`src/rtl/ex_pkg.sv`:
```
// ex_pkg: shared encodings for the execute stage.
// ALU operation codes, memory access sizes, M-extension funct3 codes and the
// multiply/divide sequencer state type used when EX_MULDIV_EN is defined.
package ex_pkg;

    // ALU operation select (codes 12-15 are reserved and pass operand a)
    localparam logic [3:0] ALU_ADD  = 4'd0;
    localparam logic [3:0] ALU_SUB  = 4'd1;
    localparam logic [3:0] ALU_B    = 4'd2;
    localparam logic [3:0] ALU_SLL  = 4'd3;
    localparam logic [3:0] ALU_SRL  = 4'd4;
    localparam logic [3:0] ALU_AND  = 4'd5;
    localparam logic [3:0] ALU_OR   = 4'd6;
    localparam logic [3:0] ALU_XOR  = 4'd7;
    localparam logic [3:0] ALU_A    = 4'd8;
    localparam logic [3:0] ALU_SLT  = 4'd9;
    localparam logic [3:0] ALU_SRA  = 4'd10;
    localparam logic [3:0] ALU_SLTU = 4'd11;

    // Memory access size, funct3[1:0]
    localparam logic [1:0] MEM_B = 2'd0;
    localparam logic [1:0] MEM_H = 2'd1;
    localparam logic [1:0] MEM_W = 2'd2;
    localparam logic [1:0] MEM_D = 2'd3;

    // M-extension operations, funct3
    localparam logic [2:0] M_MUL    = 3'd0;
    localparam logic [2:0] M_MULH   = 3'd1;
    localparam logic [2:0] M_MULHSU = 3'd2;
    localparam logic [2:0] M_MULHU  = 3'd3;
    localparam logic [2:0] M_DIV    = 3'd4;
    localparam logic [2:0] M_DIVU   = 3'd5;
    localparam logic [2:0] M_REM    = 3'd6;
    localparam logic [2:0] M_REMU   = 3'd7;

    typedef enum logic [1:0] {S_IDLE, S_RUN, S_DONE} md_state_t;

    // Number of bytes touched by an access of the given size
    function automatic logic [3:0] size_bytes(input logic [1:0] size);
        logic [3:0] n;
        n = 4'd1;
        case (size)
            MEM_B: n = 4'd1;
            MEM_H: n = 4'd2;
            MEM_W: n = 4'd4;
            MEM_D: n = 4'd8;
            default: n = 4'd1;
        endcase
        return n;
    endfunction

endpackage

```
`src/rtl/ex_muldiv_iter.sv`:
```
// ex_muldiv_iter: iterative shift-add multiplier / restoring divider.
// i_start latches operands; exactly XLEN step cycles follow. o_done is high
// during the cycle whose clock edge performs the final step, so o_result is
// final from the edge after o_done and holds until the next i_start.
// Signed operands are converted to magnitudes up front and the sign is
// re-applied on the way out; divide-by-zero is resolved at the output mux so
// the latency does not depend on the operands.
module ex_muldiv_iter
    import ex_pkg::*;
#(
    parameter int XLEN = 32
) (
    input  logic            clk,
    input  logic            rst,
    input  logic            i_start,
    input  logic [2:0]      i_funct3,
    input  logic [XLEN-1:0] i_a,
    input  logic [XLEN-1:0] i_b,
    output logic            o_done,
    output logic [XLEN-1:0] o_result
);

    localparam int CW = $clog2(XLEN);

    logic            r_run;
    logic [CW-1:0]   r_cnt;
    logic [2:0]      r_f3;
    logic [XLEN-1:0] r_a;
    logic [XLEN-1:0] r_b;
    logic [XLEN-1:0] r_mc;     // multiplicand / divisor magnitude
    logic [XLEN-1:0] r_acc;    // product high half / partial remainder
    logic [XLEN-1:0] r_lo;     // multiplier -> product low half / dividend -> quotient
    logic            r_neg_res;
    logic            r_neg_rem;

    logic            w_sa;
    logic            w_sb;
    logic            w_a_neg;
    logic            w_b_neg;
    logic [XLEN:0]   w_sum;
    logic [XLEN:0]   w_shift;
    logic [XLEN:0]   w_diff;
    logic [2*XLEN-1:0] w_prod;
    logic [2*XLEN-1:0] w_prod_s;
    logic [XLEN-1:0] w_quo;
    logic [XLEN-1:0] w_rem;
    logic            w_b_zero;

    assign w_sa    = (i_funct3 == M_MULH) || (i_funct3 == M_MULHSU) ||
                     (i_funct3 == M_DIV)  || (i_funct3 == M_REM);
    assign w_sb    = (i_funct3 == M_MULH) || (i_funct3 == M_DIV) || (i_funct3 == M_REM);
    assign w_a_neg = w_sa && i_a[XLEN-1];
    assign w_b_neg = w_sb && i_b[XLEN-1];

    // One multiply step (conditional add then shift) and one divide step
    assign w_sum   = {1'b0, r_acc} + (r_lo[0] ? {1'b0, r_mc} : {(XLEN+1){1'b0}});
    assign w_shift = {r_acc, r_lo[XLEN-1]};
    assign w_diff  = w_shift - {1'b0, r_mc};

    assign o_done  = r_run && (r_cnt == CW'(XLEN-1));

    // Operand capture on start, then one iteration per cycle until done
    always_ff @(posedge clk) begin
        if (rst) begin
            r_run     <= 1'b0;
            r_cnt     <= '0;
            r_f3      <= '0;
            r_a       <= '0;
            r_b       <= '0;
            r_mc      <= '0;
            r_acc     <= '0;
            r_lo      <= '0;
            r_neg_res <= 1'b0;
            r_neg_rem <= 1'b0;
        end else if (i_start) begin
            r_run     <= 1'b1;
            r_cnt     <= '0;
            r_f3      <= i_funct3;
            r_a       <= i_a;
            r_b       <= i_b;
            r_mc      <= w_b_neg ? -i_b : i_b;
            r_lo      <= w_a_neg ? -i_a : i_a;
            r_acc     <= '0;
            r_neg_res <= w_a_neg ^ w_b_neg;
            r_neg_rem <= w_a_neg;
        end else if (r_run) begin
            r_cnt <= r_cnt + 1'b1;
            if (o_done) begin
                r_run <= 1'b0;
            end
            if (r_f3[2]) begin
                if (!w_diff[XLEN]) begin
                    r_acc <= w_diff[XLEN-1:0];
                    r_lo  <= {r_lo[XLEN-2:0], 1'b1};
                end else begin
                    r_acc <= w_shift[XLEN-1:0];
                    r_lo  <= {r_lo[XLEN-2:0], 1'b0};
                end
            end else begin
                r_acc <= w_sum[XLEN:1];
                r_lo  <= {w_sum[0], r_lo[XLEN-1:1]};
            end
        end
    end

    assign w_prod   = {r_acc, r_lo};
    assign w_prod_s = r_neg_res ? -w_prod : w_prod;
    assign w_quo    = r_neg_res ? -r_lo : r_lo;
    assign w_rem    = r_neg_rem ? -r_acc : r_acc;
    assign w_b_zero = (r_b == '0);

    // Result selection with sign restore and divide-by-zero override
    always_comb begin
        o_result = w_prod_s[XLEN-1:0];
        case (r_f3)
            M_MUL:                    o_result = w_prod_s[XLEN-1:0];
            M_MULH, M_MULHSU, M_MULHU: o_result = w_prod_s[2*XLEN-1:XLEN];
            M_DIV, M_DIVU:            o_result = w_b_zero ? {XLEN{1'b1}} : w_quo;
            M_REM, M_REMU:            o_result = w_b_zero ? r_a : w_rem;
            default:                  o_result = w_prod_s[XLEN-1:0];
        endcase
    end

endmodule

```
`src/rtl/ex_unit.sv`:
```
// ex_unit: execute stage between ID/EX and EX/MEM.
// ALU, load/store lane mask and store alignment, registered output slot with
// valid/ready handshake. Defining EX_MULDIV_EN adds the iterative M-extension
// unit and its sequencer; without it md_sel is ignored and busy is 0.
module ex_unit
    import ex_pkg::*;
#(
    parameter int XLEN = 32
) (
    input  logic              clk,
    input  logic              rst,
    input  logic              in_valid,
    output logic              in_ready,
    input  logic [XLEN-1:0]   pc,
    input  logic [XLEN-1:0]   imm,
    input  logic [XLEN-1:0]   rd1,
    input  logic [XLEN-1:0]   rd2,
    input  logic              a_pc_sel,
    input  logic              b_imm_sel,
    input  logic [3:0]        alu_sel,
    input  logic [2:0]        funct3,
    input  logic              loadSel,
    input  logic              storeSel,
    input  logic              md_sel,
    input  logic              we,
    input  logic [4:0]        wa,
    output logic              out_valid,
    input  logic              out_ready,
    output logic [XLEN-1:0]   alu,
    output logic [XLEN-1:0]   store_data,
    output logic [XLEN/8-1:0] mask,
    output logic              sign_ext,
    output logic              misalign,
    output logic              we_out,
    output logic [4:0]        wa_out,
    output logic              load_out,
    output logic              store_out,
    output logic              busy
);

    localparam int NB  = XLEN / 8;
    localparam int SHW = $clog2(XLEN);
    localparam int OFW = $clog2(NB);

    logic              r_out_valid;
    logic [XLEN-1:0]   r_alu;
    logic [XLEN-1:0]   r_store_data;
    logic [NB-1:0]     r_mask;
    logic              r_sign_ext;
    logic              r_misalign;
    logic              r_we;
    logic [4:0]        r_wa;
    logic              r_load;
    logic              r_store;

    logic [XLEN-1:0]   w_a;
    logic [XLEN-1:0]   w_b;
    logic [SHW-1:0]    w_shamt;
    logic [XLEN-1:0]   w_alu;
    logic [OFW-1:0]    w_offset;
    logic [3:0]        w_bytes;
    logic              w_mis_raw;
    logic [15:0]       w_mask_wide;
    logic [NB-1:0]     w_mask;
    logic              w_sext;
    logic              w_mis;
    logic [XLEN-1:0]   w_sdata;
    logic              w_busy;
    logic              w_accept;
    logic              w_acc_alu;
    logic              w_md_load;
    logic [XLEN-1:0]   w_md_result;
    logic              w_md_we;
    logic [4:0]        w_md_wa;
    logic [XLEN-1:0]   w_md_rd2;

    assign w_a     = a_pc_sel  ? pc  : rd1;
    assign w_b     = b_imm_sel ? imm : rd2;
    assign w_shamt = w_b[SHW-1:0];

    // ALU result / effective address
    always_comb begin
        w_alu = w_a;
        case (alu_sel)
            ALU_ADD:  w_alu = w_a + w_b;
            ALU_SUB:  w_alu = w_a - w_b;
            ALU_B:    w_alu = w_b;
            ALU_SLL:  w_alu = w_a << w_shamt;
            ALU_SRL:  w_alu = w_a >> w_shamt;
            ALU_AND:  w_alu = w_a & w_b;
            ALU_OR:   w_alu = w_a | w_b;
            ALU_XOR:  w_alu = w_a ^ w_b;
            ALU_A:    w_alu = w_a;
            ALU_SLT:  w_alu = {{(XLEN-1){1'b0}}, ($signed(w_a) < $signed(w_b))};
            ALU_SRA:  w_alu = $signed(w_a) >>> w_shamt;
            ALU_SLTU: w_alu = {{(XLEN-1){1'b0}}, (w_a < w_b)};
            default:  w_alu = w_a;
        endcase
    end

    assign w_offset    = w_alu[OFW-1:0];
    assign w_bytes     = size_bytes(funct3[1:0]);
    assign w_mis_raw   = ((4'(w_offset) & (w_bytes - 4'd1)) != 4'd0) ||
                         (32'(w_bytes) > 32'(NB));
    assign w_mask_wide = ((16'd1 << w_bytes) - 16'd1) << w_offset;

    // Byte-lane mask, load sign handling and store-data alignment
    always_comb begin
        w_mask  = '0;
        w_sext  = 1'b0;
        w_mis   = 1'b0;
        w_sdata = rd2;
        if (loadSel || storeSel) begin
            w_mis = w_mis_raw;
            if (!w_mis_raw) begin
                w_mask = w_mask_wide[NB-1:0];
            end
            if (loadSel) begin
                w_sext = !funct3[2];
            end
            if (storeSel) begin
                w_sdata = rd2 << {w_offset, 3'b000};
            end
        end
    end

    assign in_ready = !w_busy && (!r_out_valid || out_ready);
    assign w_accept = in_valid && in_ready;

`ifdef EX_MULDIV_EN
    md_state_t       r_state;
    logic            r_busy;
    logic            r_md_we;
    logic [4:0]      r_md_wa;
    logic [XLEN-1:0] r_md_rd2;
    logic            w_md_start;
    logic            w_md_done;

    assign w_md_start = w_accept && md_sel;
    assign w_acc_alu  = w_accept && !md_sel;

    ex_muldiv_iter #(
        .XLEN(XLEN)
    ) u_muldiv (
        .clk      (clk),
        .rst      (rst),
        .i_start  (w_md_start),
        .i_funct3 (funct3),
        .i_a      (w_a),
        .i_b      (w_b),
        .o_done   (w_md_done),
        .o_result (w_md_result)
    );

    // Sequencer: stall the stage from accept until the result enters the slot
    always_ff @(posedge clk) begin
        if (rst) begin
            r_state  <= S_IDLE;
            r_busy   <= 1'b0;
            r_md_we  <= 1'b0;
            r_md_wa  <= '0;
            r_md_rd2 <= '0;
        end else begin
            case (r_state)
                S_IDLE: begin
                    if (w_md_start) begin
                        r_state  <= S_RUN;
                        r_busy   <= 1'b1;
                        r_md_we  <= we;
                        r_md_wa  <= wa;
                        r_md_rd2 <= rd2;
                    end
                end
                S_RUN: begin
                    if (w_md_done) begin
                        r_state <= S_DONE;
                    end
                end
                S_DONE: begin
                    if (!r_out_valid || out_ready) begin
                        r_state <= S_IDLE;
                        r_busy  <= 1'b0;
                    end
                end
                default: begin
                    r_state <= S_IDLE;
                    r_busy  <= 1'b0;
                end
            endcase
        end
    end

    assign w_busy    = r_busy;
    assign w_md_load = (r_state == S_DONE) && (!r_out_valid || out_ready);
    assign w_md_we   = r_md_we;
    assign w_md_wa   = r_md_wa;
    assign w_md_rd2  = r_md_rd2;
`else
    logic w_unused_md;

    assign w_unused_md = md_sel;
    assign w_acc_alu   = w_accept;
    assign w_busy      = 1'b0;
    assign w_md_load   = 1'b0;
    assign w_md_result = '0;
    assign w_md_we     = 1'b0;
    assign w_md_wa     = '0;
    assign w_md_rd2    = '0;
`endif

    // EX/MEM output slot: load on transfer, hold under backpressure, drop when consumed
    always_ff @(posedge clk) begin
        if (rst) begin
            r_out_valid  <= 1'b0;
            r_alu        <= '0;
            r_store_data <= '0;
            r_mask       <= '0;
            r_sign_ext   <= 1'b0;
            r_misalign   <= 1'b0;
            r_we         <= 1'b0;
            r_wa         <= '0;
            r_load       <= 1'b0;
            r_store      <= 1'b0;
        end else if (w_acc_alu) begin
            r_out_valid  <= 1'b1;
            r_alu        <= w_alu;
            r_store_data <= w_sdata;
            r_mask       <= w_mask;
            r_sign_ext   <= w_sext;
            r_misalign   <= w_mis;
            r_we         <= we && !w_mis;
            r_wa         <= wa;
            r_load       <= loadSel;
            r_store      <= storeSel;
        end else if (w_md_load) begin
            r_out_valid  <= 1'b1;
            r_alu        <= w_md_result;
            r_store_data <= w_md_rd2;
            r_mask       <= '0;
            r_sign_ext   <= 1'b0;
            r_misalign   <= 1'b0;
            r_we         <= w_md_we;
            r_wa         <= w_md_wa;
            r_load       <= 1'b0;
            r_store      <= 1'b0;
        end else if (out_ready) begin
            r_out_valid  <= 1'b0;
        end
    end

    assign out_valid  = r_out_valid;
    assign alu        = r_alu;
    assign store_data = r_store_data;
    assign mask       = r_mask;
    assign sign_ext   = r_sign_ext;
    assign misalign   = r_misalign;
    assign we_out     = r_we;
    assign wa_out     = r_wa;
    assign load_out   = r_load;
    assign store_out  = r_store;
    assign busy       = w_busy;

endmodule

```
`config.mk`:
```
export PLATFORM = sky130hd
export DESIGN_NAME = ex_unit
export DESIGN_NICKNAME = d
export VERILOG_FILES = /design/src/rtl/ex_pkg.sv /design/src/rtl/ex_muldiv_iter.sv /design/src/rtl/ex_unit.sv
export SDC_FILE = /design/constraint.sdc
export NUM_CORES = 1
export LEC_CHECK = 0
export BUFFER_PORTS_ARGS = -buffer_cell sky130_fd_sc_hd__clkbuf_2
export CAP_MARGIN = 20
export CORE_MARGIN = 2
export CORE_UTILIZATION = 45
export CTS_BUF_LIST = sky130_fd_sc_hd__clkbuf_16
export DETAILED_ROUTE_END_ITERATION = 7
export GPL_TIMING_DRIVEN = 0
export MAX_ROUTING_LAYER = met4
export PLACE_DENSITY = 0.66
export SYNTH_ARGS = -nofsm -noshare
export SYNTH_HDL_FRONTEND = slang
export SYNTH_SLANG_ARGS = --single-unit
```
`constraint.sdc`:
```
create_clock -name clk -period 12.2 [get_ports clk]
set_input_delay 1.22 -clock clk [delete_from_list [all_inputs] [get_ports clk]]
set_output_delay 1.22 -clock clk [all_outputs]
set_load 0.005 [all_outputs]
```
* Word level (Yosys, flattened, before mapping)
Index checks and enable logic that the tools add are counted.
** Word-level totals
- Memory bits (writable) :: 0
- Register bits :: 79
- Output and inout bits :: 81
- Logic and storage cells :: 65
- Memories kept :: 0
- Bits in latches :: 0
- Memory bits (read-only) :: 0
- Input bits :: 150
** Operators by class
- Multipliers :: 0
- Shifts and indexed selects :: 6
- Mux-type cells :: 13
- Divide/modulo/power cells :: 0
- Add/subtract/negate cells :: 4
- Order comparisons :: 3
- Reductions and logical operators :: 12
- Bitwise operators :: 4
- Eq/ne operators :: 13
** Operators with widths (count)
- $pmux 32 s11 :: 1
- $mux 32 :: 4
- $lt 32x32->1 :: 2
- $shl 32x5->32 :: 2
- $add 32x32->32 :: 1
- $and 32x32->32 :: 1
- $or 32x32->32 :: 1
- $shr 32x5->32 :: 1
- $sshr 32x5->32 :: 1
- $sub 32x32->32 :: 1
- $xor 32x32->32 :: 1
- $eq 4x3->1 const B :: 4
- $pmux 4 s4 :: 1
- $shl 1x4->16 const A :: 1
- $shl 16x2->4 :: 1
- $sub 16x1->16 const B :: 1
- $eq 4x4->1 const B :: 3
- $eq 4x2->1 const B :: 2
- $mux 4 :: 2
- $mux 1 :: 5
- $and 2x4->4 :: 1
- $eq 2x2->1 const B :: 2
- $eq 4x1->1 const B :: 1
- $gt 4x3->1 const B :: 1
- 9 further kinds :: 14

* Logic depth before layout (Yosys ltp)
Gate-level depths: netlist (run 1).
- Depth after elaboration :: 9
- Mapped depth :: 21
- Mapped depth without buffers :: 15

* Worst setup path after synthesis (run 1)
No wires, ideal clock.
- Path type :: in2reg
- Start point :: input b_imm_sel
- End point :: register r_mask[1] (netlist: mask[1])
- Library setup time :: 117 ps
- Data arrival time :: 5477 ps
- Path slack :: 6606 ps
- Stages :: 18
- Data required time :: 12083 ps
- Path through :: buf_4 > mux2_2 > buf_2 > buf_1 > clkbuf_1 > clkbuf_1 > ha_1 > nand2b_1 > a221oi_1 > o41ai_1 > o41ai_2 > and3b_1 > o21ai_0 > a32o_1 > clkbuf_1 > xor2_1 > a21o_1 > a32o_1
** On the way
- Word-level cells in the longest chain between the ends :: 8
- Elaborated cells between the ends (all ways) :: 18
- Classes of those cells :: 2 x add/sub; 2 x order compare; 4 x shift; 4 x mux; 4 x bitwise; 2 x reduce/logical
** RTL lines
- start, declared :: RTL line ex_unit.sv:19 : input logic b_imm_sel,
- $mux 32 * :: RTL line ex_unit.sv:78 : assign w_b = b_imm_sel ? imm : rd2;
- $sub 32x32->32, or another cell as far along :: RTL line ex_unit.sv:86 : ALU_SUB: w_alu = w_a - w_b;
- $pmux 32 s11 * :: RTL line ex_unit.sv:84 : case (alu_sel)
- $and 2x4->4 :: RTL line ex_unit.sv:103 : assign w_mis_raw = ((4'(w_offset) & (w_bytes - 4'd1)) != 4'd0) ||
- $reduce_bool 4->1 :: RTL line ex_unit.sv:103
- $logic_or 1x1->1 :: RTL line ex_unit.sv:103
- $mux 4 * :: RTL line ex_unit.sv:115 : if (!w_mis_raw) begin
- $mux 4 * :: RTL line ex_unit.sv:113 : if (loadSel || storeSel) begin
- end signal, assigned :: RTL line ex_unit.sv:228 : r_mask <= w_mask;
- end, declared :: RTL line ex_unit.sv:48 : logic [NB-1:0] r_mask;
Mark *: on every way between the ends. The rest lies on a longest branch, timed or not.
A chain may end at the register's enable or synchronous reset.

* Worst setup path in the final report (run 1)
- Start point :: input b_imm_sel
- End point :: register r_store_data[31] (netlist: store_data[31])
** On the way
- Word-level cells in the longest chain between the ends :: 6
- Elaborated cells between the ends (all ways) :: 15
- Classes of those cells :: 2 x add/sub; 2 x order compare; 4 x shift; 4 x mux; 3 x bitwise
** RTL lines
- $mux 32 * :: RTL line ex_unit.sv:78
- $sub 32x32->32, or another cell as far along :: RTL line ex_unit.sv:86
- $pmux 32 s11 * :: RTL line ex_unit.sv:84
- $shl 32x5->32 * :: RTL line ex_unit.sv:122 : w_sdata = rd2 << {w_offset, 3'b000};
- $mux 32 * :: RTL line ex_unit.sv:121 : if (storeSel) begin
- $mux 32 * :: RTL line ex_unit.sv:113
- end signal, assigned :: RTL line ex_unit.sv:227 : r_store_data <= w_sdata;
- end signal, assigned :: RTL line ex_unit.sv:238 : r_store_data <= w_md_rd2;
- end, declared :: RTL line ex_unit.sv:47 : logic [XLEN-1:0] r_store_data;
Marked as above.

==> results of run 1 <==
==> cells in the final DEF, fill, tap and decap left out, types with 19 or more instances in the layout <==
| cell type | instances |
|---|---|
| sky130_fd_sc_hd__a211oi_1 | 44 |
| sky130_fd_sc_hd__a21oi_1 | 157 |
| sky130_fd_sc_hd__a221oi_1 | 39 |
| sky130_fd_sc_hd__buf_2 | 23 |
| sky130_fd_sc_hd__clkbuf_1 | 104 |
| sky130_fd_sc_hd__clkbuf_2 | 225 |
| sky130_fd_sc_hd__dfxtp_1 | 79 |
| sky130_fd_sc_hd__ha_1 | 97 |
| sky130_fd_sc_hd__inv_1 | 89 |
| sky130_fd_sc_hd__mux2_2 | 35 |
| sky130_fd_sc_hd__mux2i_1 | 137 |
| sky130_fd_sc_hd__mux2i_2 | 20 |
| sky130_fd_sc_hd__nand2_1 | 191 |
| sky130_fd_sc_hd__nand2b_1 | 19 |
| sky130_fd_sc_hd__nand3_1 | 49 |
| sky130_fd_sc_hd__nor2_1 | 185 |
| sky130_fd_sc_hd__nor3_1 | 37 |
| sky130_fd_sc_hd__o21ai_0 | 114 |
| sky130_fd_sc_hd__o221ai_1 | 25 |
| sky130_fd_sc_hd__o22ai_1 | 25 |
| sky130_fd_sc_hd__o31ai_1 | 20 |
==> final cells by class <==
cell class | instances | area (um^2)
antenna | 8 | 20.0
buffer | 158 | 726
clock buffer | 9 | 225
clock inverter | 7 | 85.1
fill | 3005 | 14100
inverter | 99 | 372
multi-input combinational | 1525 | 10700
sequential | 79 | 1580
tap | 390 | 488
timing repair buffer | 228 | 1140
==> through the flow <==
stage	hold slack, ps	total power [mW]	setup slack, ps	instance area [um^2]	instances
floorplan	442	0.831	6610	13400	1861
global placement	435	1.14	4300	15000	2476
detailed placement	443	1.15	4330	15000	2479
CTS	451	1.44	4710	15300	2495
global route	476	1.54	4360	15400	2499
finish	450	1.50	4160	15400	2503
==> sequential cells by signal, indices dropped and copies added, names as in the netlist <==
| signal | count |
|---|---|
| alu | 32 |
| mask | 4 |
| store_out | 1 |
| store_data | 32 |
| we_out | 1 |
| load_out | 1 |
| wa_out | 5 |
| out_valid | 1 |
| sign_ext | 1 |
| misalign | 1 |
==> final timing paths <==
check / startpoint / to / cells past startpoint
max reg2reg: out_valid / alu[20] / 9
max: b_imm_sel / store_data[31] / 22
min: alu[25] / alu[25] / 2
min reg2reg: alu[25] / alu[25] / 2
==> worst register-to-register path, cell delays in order, from the launching register on <==
cell,delay [ps]
sky130_fd_sc_hd__dfxtp_1,320
sky130_fd_sc_hd__nand2b_1,130
sky130_fd_sc_hd__and2_1,250
sky130_fd_sc_hd__clkbuf_1,410
sky130_fd_sc_hd__nand2_1,260
sky130_fd_sc_hd__a211oi_1,260
sky130_fd_sc_hd__o221ai_1,290
sky130_fd_sc_hd__a211oi_1,370
sky130_fd_sc_hd__o21a_1,240
sky130_fd_sc_hd__nor4_1,60
==> power by group through the flow <==
stage / clock network, mW / registers, mW / logic [mW]
after detailed placement: 0 / 0.298 / 0.849
final: 0.298 / 0.293 / 0.908
after global routing: 0.308 / 0.296 / 0.939
after CTS: 0.298 / 0.293 / 0.853
after global placement: 0 / 0.298 / 0.846
after floorplan: 0 / 0.298 / 0.532
==> cells by family after synthesis <==
group	after synthesis
multiplexers	207
adder cells (fa/ha/maj)	99
XOR/XNOR	5
other	1
buffers and inverters	257
flip-flops	79
AO/OA/AOI/OAI	636
AND/OR/NAND/NOR	577
==> routing by layer <==
| metal | up-vias | GRT usage, % | part of all wire, % |
|---|---|---|---|
| met2 | 1643 | 67.4 | 39 |
| met1 | 8252 | 62.8 | 37 |
| met5 | - | - | 0 |
| li1 | 7459 | - | - |
| met4 | 0 | 30.4 | 7.7 |
| met3 | 366 | 16.6 | 16 |
==> impl_summary.txt, run 1 <==
----------------------------------------------------
[Detailed routing]
  Aggregate routed wire length ... 77,900 um
  Final ANT Viol Nets ... 0
  Average routed wire per standard cell ... about 31 um
  Total DRC errors in the routed layout ... 0
  1st-iter DRT viols ... 3,513
  Via count normalized by instance count ... roughly 7.1
  DR vias ... between 15,000 and 20,000
  Total iterations of the first detailed-routing run ... 6

[Layout]
  Net count, final ... 2,349
  Fin util ... a little over half
  Proportion of layout cells with a drive suffix above 1 ... a little under a fifth
  Area overhead of the layout relative to synthesis ... 14.7%

[Yosys]
  Netlist area before placement ... between 10,000 and 15,000 um^2
  Compound-gate portion of the synthesized area ... around a third
  Post-synthesis share of cell area spent on and, or, nand and nor gates ... roughly a fifth
  Net count after synthesis ... 2,110
  Xor and xnor area share after synthesis ... 0.327%
  Post-Syn Instances ... between 1,500 and 2,000
  Count of state elements after synthesis ... 79
  Synth warnings ... 0
  Top-area cell type share of the netlist area ... 11.8%
  Cell taking the most area after synthesis ... sky130_fd_sc_hd__dfxtp_1
  Number of synthesized flops with an enable pin ... 0
  Combinational family with the most area after synthesis ... compound AO/OA/AOI/OAI gates
  Synthesized-area fraction occupied by adder cells ... a little under a tenth
  FFs w/ async S/R, synth ... 0%
  Avg Synthesized Cell Area ... 7.20 um^2
  Top post-synthesis cells by area ... sky130_fd_sc_hd__dfxtp_1, sky130_fd_sc_hd__mux2i_1, sky130_fd_sc_hd__ha_1
  Most frequent cell after synthesis ... sky130_fd_sc_hd__nand2_1
  Portion of netlist area occupied by mux cells ... 17.7%
  Part of the Yosys area used for sequential elements ... 11.8%
  Leading register cell type out of synthesis ... sky130_fd_sc_hd__dfxtp_1
  Leading post-synthesis cells by instance count ... sky130_fd_sc_hd__nand2_1, sky130_fd_sc_hd__nor2_1, sky130_fd_sc_hd__a21oi_1, sky130_fd_sc_hd__mux2i_1, sky130_fd_sc_hd__o21ai_0
  Post-synth cell types ... between 90 and 100

[STA]
  Final setup violation count ... 0
  Maximum frequency from static timing analysis ... between 0.1 and 0.15 GHz
  Worst max-slew margin expressed relative to the limit ... approximately 16%
  Final-report hold violation count ... 0
  Final worst path period share ... between 60 and 70%
  Min Tclk post-route ... approximately 8000 ps
  Final Skew ... approximately 9 ps
  Unrepaired setup endpoints after global routing ... false
  Max-slew violation count ... 0
  Sum Neg Setup Slack ... 0 ps
  Worst slew pin tran ... ~1300 ps

[Floorplanning]
  Die Y-Extent ... ~180 um
  Die area ... ~31,000 um^2
  Placeable core region ... 29,500 um^2
  Placement row count ... 63
  # IOs ... 231
  Initial Util ... a little under half
  Die extent in x ... between 150 and 200 um

[Setup path]
  CP top delay family ... buffers and inverters
  Setup slack, reg-to-reg ... 9470 ps
  Signal arrival time at the worst endpoint ... slightly above 8000 ps
  Critical path endpoint category ... flip-flop
  Series of cell instances along the critical path ... clkbuf_2 > buf_4 > mux2i_1 > inv_2 > buf_2 > buf_1 > clkbuf_1 > ha_1 > inv_1 > fa_1 > nand2b_1 > a221oi_1 > o41ai_1 > o41ai_2 > and3b_1 > o21ai_0 > a32o_1 > clkbuf_1 > buf_2 > nand3_1 > a21oi_1 > o31ai_1
  Combined buffer and inverter count along the critical path ... 9
  Startpoint type of the worst setup path ... primary input
  Standard cell with the maximum stage delay on the critical path ... sky130_fd_sc_hd__clkbuf_1
  Delay contributed by the slowest stage of the critical path ... approximately 820 ps
  Worst EP required ... 12,410 ps
  Crit path max fanout ... 11
  Worst setup path category ... primary input to flip-flop

[GRT]
  First-pass GRT wire length ... around 110,000 um
  Number of global-route vias before repair ... ~16,000
  All-layer global routing usage ... approximately 50%
  Overall overflow remaining after global route ... 0
  Maximum number of pins on one net before global-route repair ... 17
  Antenna violations before repair ... 3

[Clock network]
  Clock sink total ... a little under 80
  Number of resized instances in the post-cts repair step ... 0
  TritonCTS clock tree ... built
  Clock latency on the worst-skew pair ... roughly 350 ps
  Buffer cell driving the clock tree root ... sky130_fd_sc_hd__clkbuf_16
  Clock slew at the register clock pins of the worst setup and hold paths ... approximately 70 ps
  TritonCTS buffer count ... 9
  Deepest level of the CTS H-tree ... 3
  Hold buffers post-CTS ... 0
  Postcts setup bufs ... 0
  Maximum clock insertion buffer count ... 2

[Placed design]
  Post-detail-place hpwl ... just over 60,000 um
  Final estimated routing congestion in global placement ... 1.13
  Number of buffers added on ports ... 225

[Power]
  Clock power share ... 19.9%
  Switching Fraction ... a little over 50%
  P_sw ... roughly 770 uW
  Power density relative to cell area ... 97.6 nW/um^2
  Static leakage ... about 6.6 nW
  Sequential share of power ... between 10% and 20%
  Internal power summed over all cells ... ~730 uW
  Maximum resistive drop on vdd ... between 0.08 and 0.09 mV
  Comb power frac ... 60.5%

[Min path]
  Worst hold-check path type ... flip-flop to flip-flop

[Flow run]
  MaxCap Viol Count ... 0

[Status]
  Status ... complete, no violations

----------------------------------------------------
Note: power is estimated with default switching activity, not from simulation.
==> run 2, diff against run 1 <==
Settings changed: ABC_AREA set to 1.
Clock period 12.2 ns to 8.2 ns, I/O delays scaled along.
==> run 2 against run 1 <==
  * Worst hold slack improved by 15 ps
  * Flip-flop and latch count did not move
  * Via count rose by 12%
  * Critical path type unchanged
==> impl_summary.txt, run 2 <==
----------------------------------------------------
[GRT]
  Overall overflow remaining after global route ... 0 (unchanged)
  Antenna violations before repair ... 1 (was 3)
  All-layer global routing usage ... 48.6% (was 49.6%)
  Maximum number of pins on one net before global-route repair ... 15 (was 17)
  First-pass GRT wire length ... 111,000 um (was 110,000 um)
  Number of global-route vias before repair ... 17,500 (was 16,100)

[Yosys]
  Top-area cell type share of the netlist area ... 21.2% (was 11.8%)
  Most frequent cell after synthesis ... sky130_fd_sc_hd__nand2_1 (unchanged)
  Number of synthesized flops with an enable pin ... 0 (unchanged)
  Combinational family with the most area after synthesis ... simple AND/OR/NAND/NOR gates (was compound AO/OA/AOI/OAI gates)
  Compound-gate portion of the synthesized area ... 24.9% (was 32.8%)
  Net count after synthesis ... 2,793 (was 2,110)
  Count of state elements after synthesis ... 79 (unchanged)
  Part of the Yosys area used for sequential elements ... 11.4% (was 11.8%)
  Avg Synthesized Cell Area ... 5.44 um^2 (was 7.20 um^2)
  Leading post-synthesis cells by instance count ... sky130_fd_sc_hd__nand2_1, sky130_fd_sc_hd__inv_1, sky130_fd_sc_hd__nand3_1, sky130_fd_sc_hd__o21ai_0, sky130_fd_sc_hd__a21oi_1 (was sky130_fd_sc_hd__nand2_1, sky130_fd_sc_hd__nor2_1, sky130_fd_sc_hd__a21oi_1, sky130_fd_sc_hd__mux2i_1, sky130_fd_sc_hd__o21ai_0)
  Post-synth cell types ... 59 (was 94)
  Top post-synthesis cells by area ... sky130_fd_sc_hd__nand2_1, sky130_fd_sc_hd__dfxtp_1, sky130_fd_sc_hd__ha_1 (was sky130_fd_sc_hd__dfxtp_1, sky130_fd_sc_hd__mux2i_1, sky130_fd_sc_hd__ha_1)
  Synth warnings ... 0 (unchanged)
  Cell taking the most area after synthesis ... sky130_fd_sc_hd__nand2_1 (was sky130_fd_sc_hd__dfxtp_1)
  Leading register cell type out of synthesis ... sky130_fd_sc_hd__dfxtp_1 (unchanged)
  Post-synthesis share of cell area spent on and, or, nand and nor gates ... 41.6% (was 19.8%)
  Xor and xnor area share after synthesis ... 0.253% (was 0.327%)
  Post-Syn Instances ... 2,544 (was 1,861)
  Portion of netlist area occupied by mux cells ... 0.362% (was 17.7%)
  FFs w/ async S/R, synth ... 0% (unchanged)
  Netlist area before placement ... 13,800 um^2 (was 13,400 um^2)
  Synthesized-area fraction occupied by adder cells ... 9.07% (was 9.35%)

[Clock network]
  Number of resized instances in the post-cts repair step ... 0 (unchanged)
  Buffer cell driving the clock tree root ... sky130_fd_sc_hd__clkbuf_16 (unchanged)
  Deepest level of the CTS H-tree ... 3 (unchanged)
  Hold buffers post-CTS ... 0 (unchanged)
  Clock sink total ... 79 (unchanged)
  Maximum clock insertion buffer count ... 2 (unchanged)
  Clock slew at the register clock pins of the worst setup and hold paths ... 60 ps (was 70 ps)
  Postcts setup bufs ... 0 (unchanged)
  TritonCTS clock tree ... built (unchanged)
  Clock latency on the worst-skew pair ... 350 ps (about the same)
  TritonCTS buffer count ... 9 (unchanged)

[Layout]
  Net count, final ... 3,033 (was 2,349)
  Fill cell total of the finished layout ... 3,399 (was 3,005)
  Proportion of layout cells with a drive suffix above 1 ... 13.8% (was 18.3%)
  Multi-input combinational cell area ... 10,500 um^2 (was 10,700 um^2)
  Combined flip-flop and latch cell area ... 1580 um^2 (unchanged)
  Most common cell after layout, fill and taps aside ... sky130_fd_sc_hd__nand2_1 (was sky130_fd_sc_hd__clkbuf_2)
  Top library cells by usage in the layout, fill and taps aside ... sky130_fd_sc_hd__nand2_1, sky130_fd_sc_hd__inv_1, sky130_fd_sc_hd__nand3_1 (was sky130_fd_sc_hd__clkbuf_2, sky130_fd_sc_hd__nand2_1, sky130_fd_sc_hd__nor2_1)
  Area overhead of the layout relative to synthesis ... 14.3% (was 14.7%)

[Floorplanning]
  # IOs ... 231 (unchanged)
  Placement row count ... 64 (was 63)
  Die area ... 32,100 um^2 (was 31,200 um^2)
  Die extent in x ... 179 um (was 177 um)
  Die Y-Extent ... 179 um (was 177 um)
  Placeable core region ... 30,400 um^2 (was 29,500 um^2)
  Initial Util ... 45.4% (was 45.5%)

[Detailed routing]
  Via count normalized by instance count ... 6.26 (was 7.08)
  Final ANT Viol Nets ... 0 (unchanged)
  1st-iter DRT viols ... 2,949 (was 3,513)
  DR vias ... 19,900 (was 17,700)
  Average routed wire per standard cell ... 24.7 um (was 31.1 um)
  Total DRC errors in the routed layout ... 0 (unchanged)
  Aggregate routed wire length ... 78,700 um (was 77,900 um)
  Total iterations of the first detailed-routing run ... 6 (unchanged)

[Placed design]
  Post-detail-place hpwl ... 65,200 um (was 62,300 um)
  Number of buffers added on ports ... 225 (unchanged)
  Final estimated routing congestion in global placement ... 1.17 (was 1.13)

[Setup path]
  Crit path max fanout ... 10 (was 11)
  Worst EP required ... 8480 ps (was 12,410 ps)
  Critical path endpoint category ... flip-flop (unchanged)
  Series of cell instances along the critical path ... buf_6 > clkbuf_1 > clkbuf_1 > o21ai_0 > ha_1 > clkbuf_2 > inv_1 > a21oi_1 > o21ai_0 > a21oi_1 > nand2_1 > nand2_1 > nand3_1 > nand3_1 > nand4_4 > nand2_4 > nand2_1 > nand2_2 > nand3_1 > a21oi_1 (was clkbuf_2 > buf_4 > mux2i_1 > inv_2 > buf_2 > buf_1 > clkbuf_1 > ha_1 > inv_1 > fa_1 > nand2b_1 > a221oi_1 > o41ai_1 > o41ai_2 > and3b_1 > o21ai_0 > a32o_1 > clkbuf_1 > buf_2 > nand3_1 > a21oi_1 > o31ai_1)
  Standard cell with the maximum stage delay on the critical path ... sky130_fd_sc_hd__o21ai_0 (was sky130_fd_sc_hd__clkbuf_1)
  Delay contributed by the slowest stage of the critical path ... 530 ps (was 820 ps)
  Startpoint type of the worst setup path ... primary input (unchanged)
  Signal arrival time at the worst endpoint ... 5980 ps (was 8240 ps)
  Worst setup path category ... primary input to flip-flop (unchanged)

[STA]
  Final worst path period share ... 69.6%
  Max-slew violation count ... 0 (unchanged)
  Worst max-slew margin expressed relative to the limit ... 18.8% (was 15.7%)
  Min Tclk post-route ... 5700 ps
  Unrepaired setup endpoints after global routing ... false (unchanged)
  Final Skew ... 9.14 ps (was 9.00 ps)
  Final-report hold violation count ... 0 (unchanged)
  Worst slew pin tran ... 1210 ps (was 1250 ps)
  Final setup violation count ... 0 (unchanged)
  Sum Neg Setup Slack ... 0 ps (unchanged)
  Worst Hold Margin ... 466 ps (was 450 ps)
  Maximum frequency from static timing analysis ... 0.175 GHz

[Flow run]
  MaxCap Viol Count ... 0 (unchanged)

[Power]
  Static leakage ... 8.03 nW (was 6.59 nW)
  Maximum resistive drop on vdd ... 0.106 mV (was 0.0848 mV)
  Power density relative to cell area ... 139 nW/um^2 (was 97.6 nW/um^2)

[Status]
  Status ... complete, no violations (unchanged)

[Min path]
  Worst hold-check path type ... flip-flop to flip-flop (unchanged)

----------------------------------------------------
[run 2: cell count changes in the layout (fill, tap and decap cells not counted), sizes merged, moves of 19 or more]
cell | previous run | this run
nand2 | 192 | 798
nand3 | 49 | 241
mux2i | 170 | 5
inv | 102 | 265
o21ai | 118 | 238
a21oi | 157 | 217
or2 | 2 | 43
a211oi | 44 | 5
mux2 | 35 | 0
a221oi | 42 | 10
clkbuf | 338 | 311
nor2 | 186 | 206
nand2b | 19 | 0
[run 2: final timing paths]
path | endpoint | startpoint | cells past startpoint | slack [ps]
hold / removal | store_data[2] | store_data[2] | 2 | 470
hold reg to reg | store_data[2] | store_data[2] | 2 | 470
setup / recovery | store_data[1] | b_imm_sel | 20 | 2500
setup reg to reg | alu[2] | out_valid | 7 | 5530
[run 2: kinds of logic (layout without fill, tap and decap cells)]
| logic type | count (synthesis) | after routing |
|---|---|---|
| AND/OR/NAND/NOR | 1350 | 1350 |
| multiplexers | 5 | 5 |
| other | 1 | 2 |
| adder cells (fa/ha/maj) | 99 | 99 |
| XOR/XNOR | 4 | 4 |
| flip-flops | 79 | 79 |
| AO/OA/AOI/OAI | 601 | 601 |
| buffers and inverters | 405 | 650 |
[run 2: per-stage QoR]
stage / total power, mW / setup slack [ps] / instances / util, % / area (um^2)
global placement: 1.66 / 2510 / 3165 / 50.8 / 15400
detailed placement: 1.67 / 2570 / 3167 / 50.8 / 15500
CTS: 2.11 / 2910 / 3183 / 51.9 / 15800
global route: 2.28 / 2430 / 3186 / 51.9 / 15800
finish: 2.19 / 2500 / 3186 / 51.9 / 15800
floorplan: 1.21 / 4240 / 2544 / - / 13800
[run 2: power breakdown]
group | total [mW] | internal [mW] | switching, mW | leakage [nW]
Clock | 0.445 | 0.268 | 0.177 | 0.162
Combinational | 1.31 | 0.368 | 0.945 | 7.21
Sequential | 0.432 | 0.415 | 0.0175 | 0.650
[run 2: critical path: cells and delay by family]
family | cells | cell delay, ps
AND/OR/NAND/NOR | 9 | 1910
AO/OA/AOI/OAI | 5 | 1450
buffers and inverters | 5 | 1300
adder cells (fa/ha/maj) | 1 | 500
[run 2: final cells by class]
cell class,count,area share (%)
multi-input combinational,2060,66.7
buffer,138,4.43
clock buffer,9,1.43
sequential,79,10.0
antenna,1,0.0158
inverter,267,6.36
timing repair buffer,229,7.32
clock inverter,7,0.602
tap,396,3.14
[run 2: metal layers]
layer  part of all wire, %  wire [um]  track usage, %  up-vias
met5                     0          0               -        -
met4                   8.2       6450            29.2        0
met3                    13      10500            12.9      351
met2                    40      31800            69.1     1599
met1                    38      29900            61.1     9059
li1                      -          -               -     8924
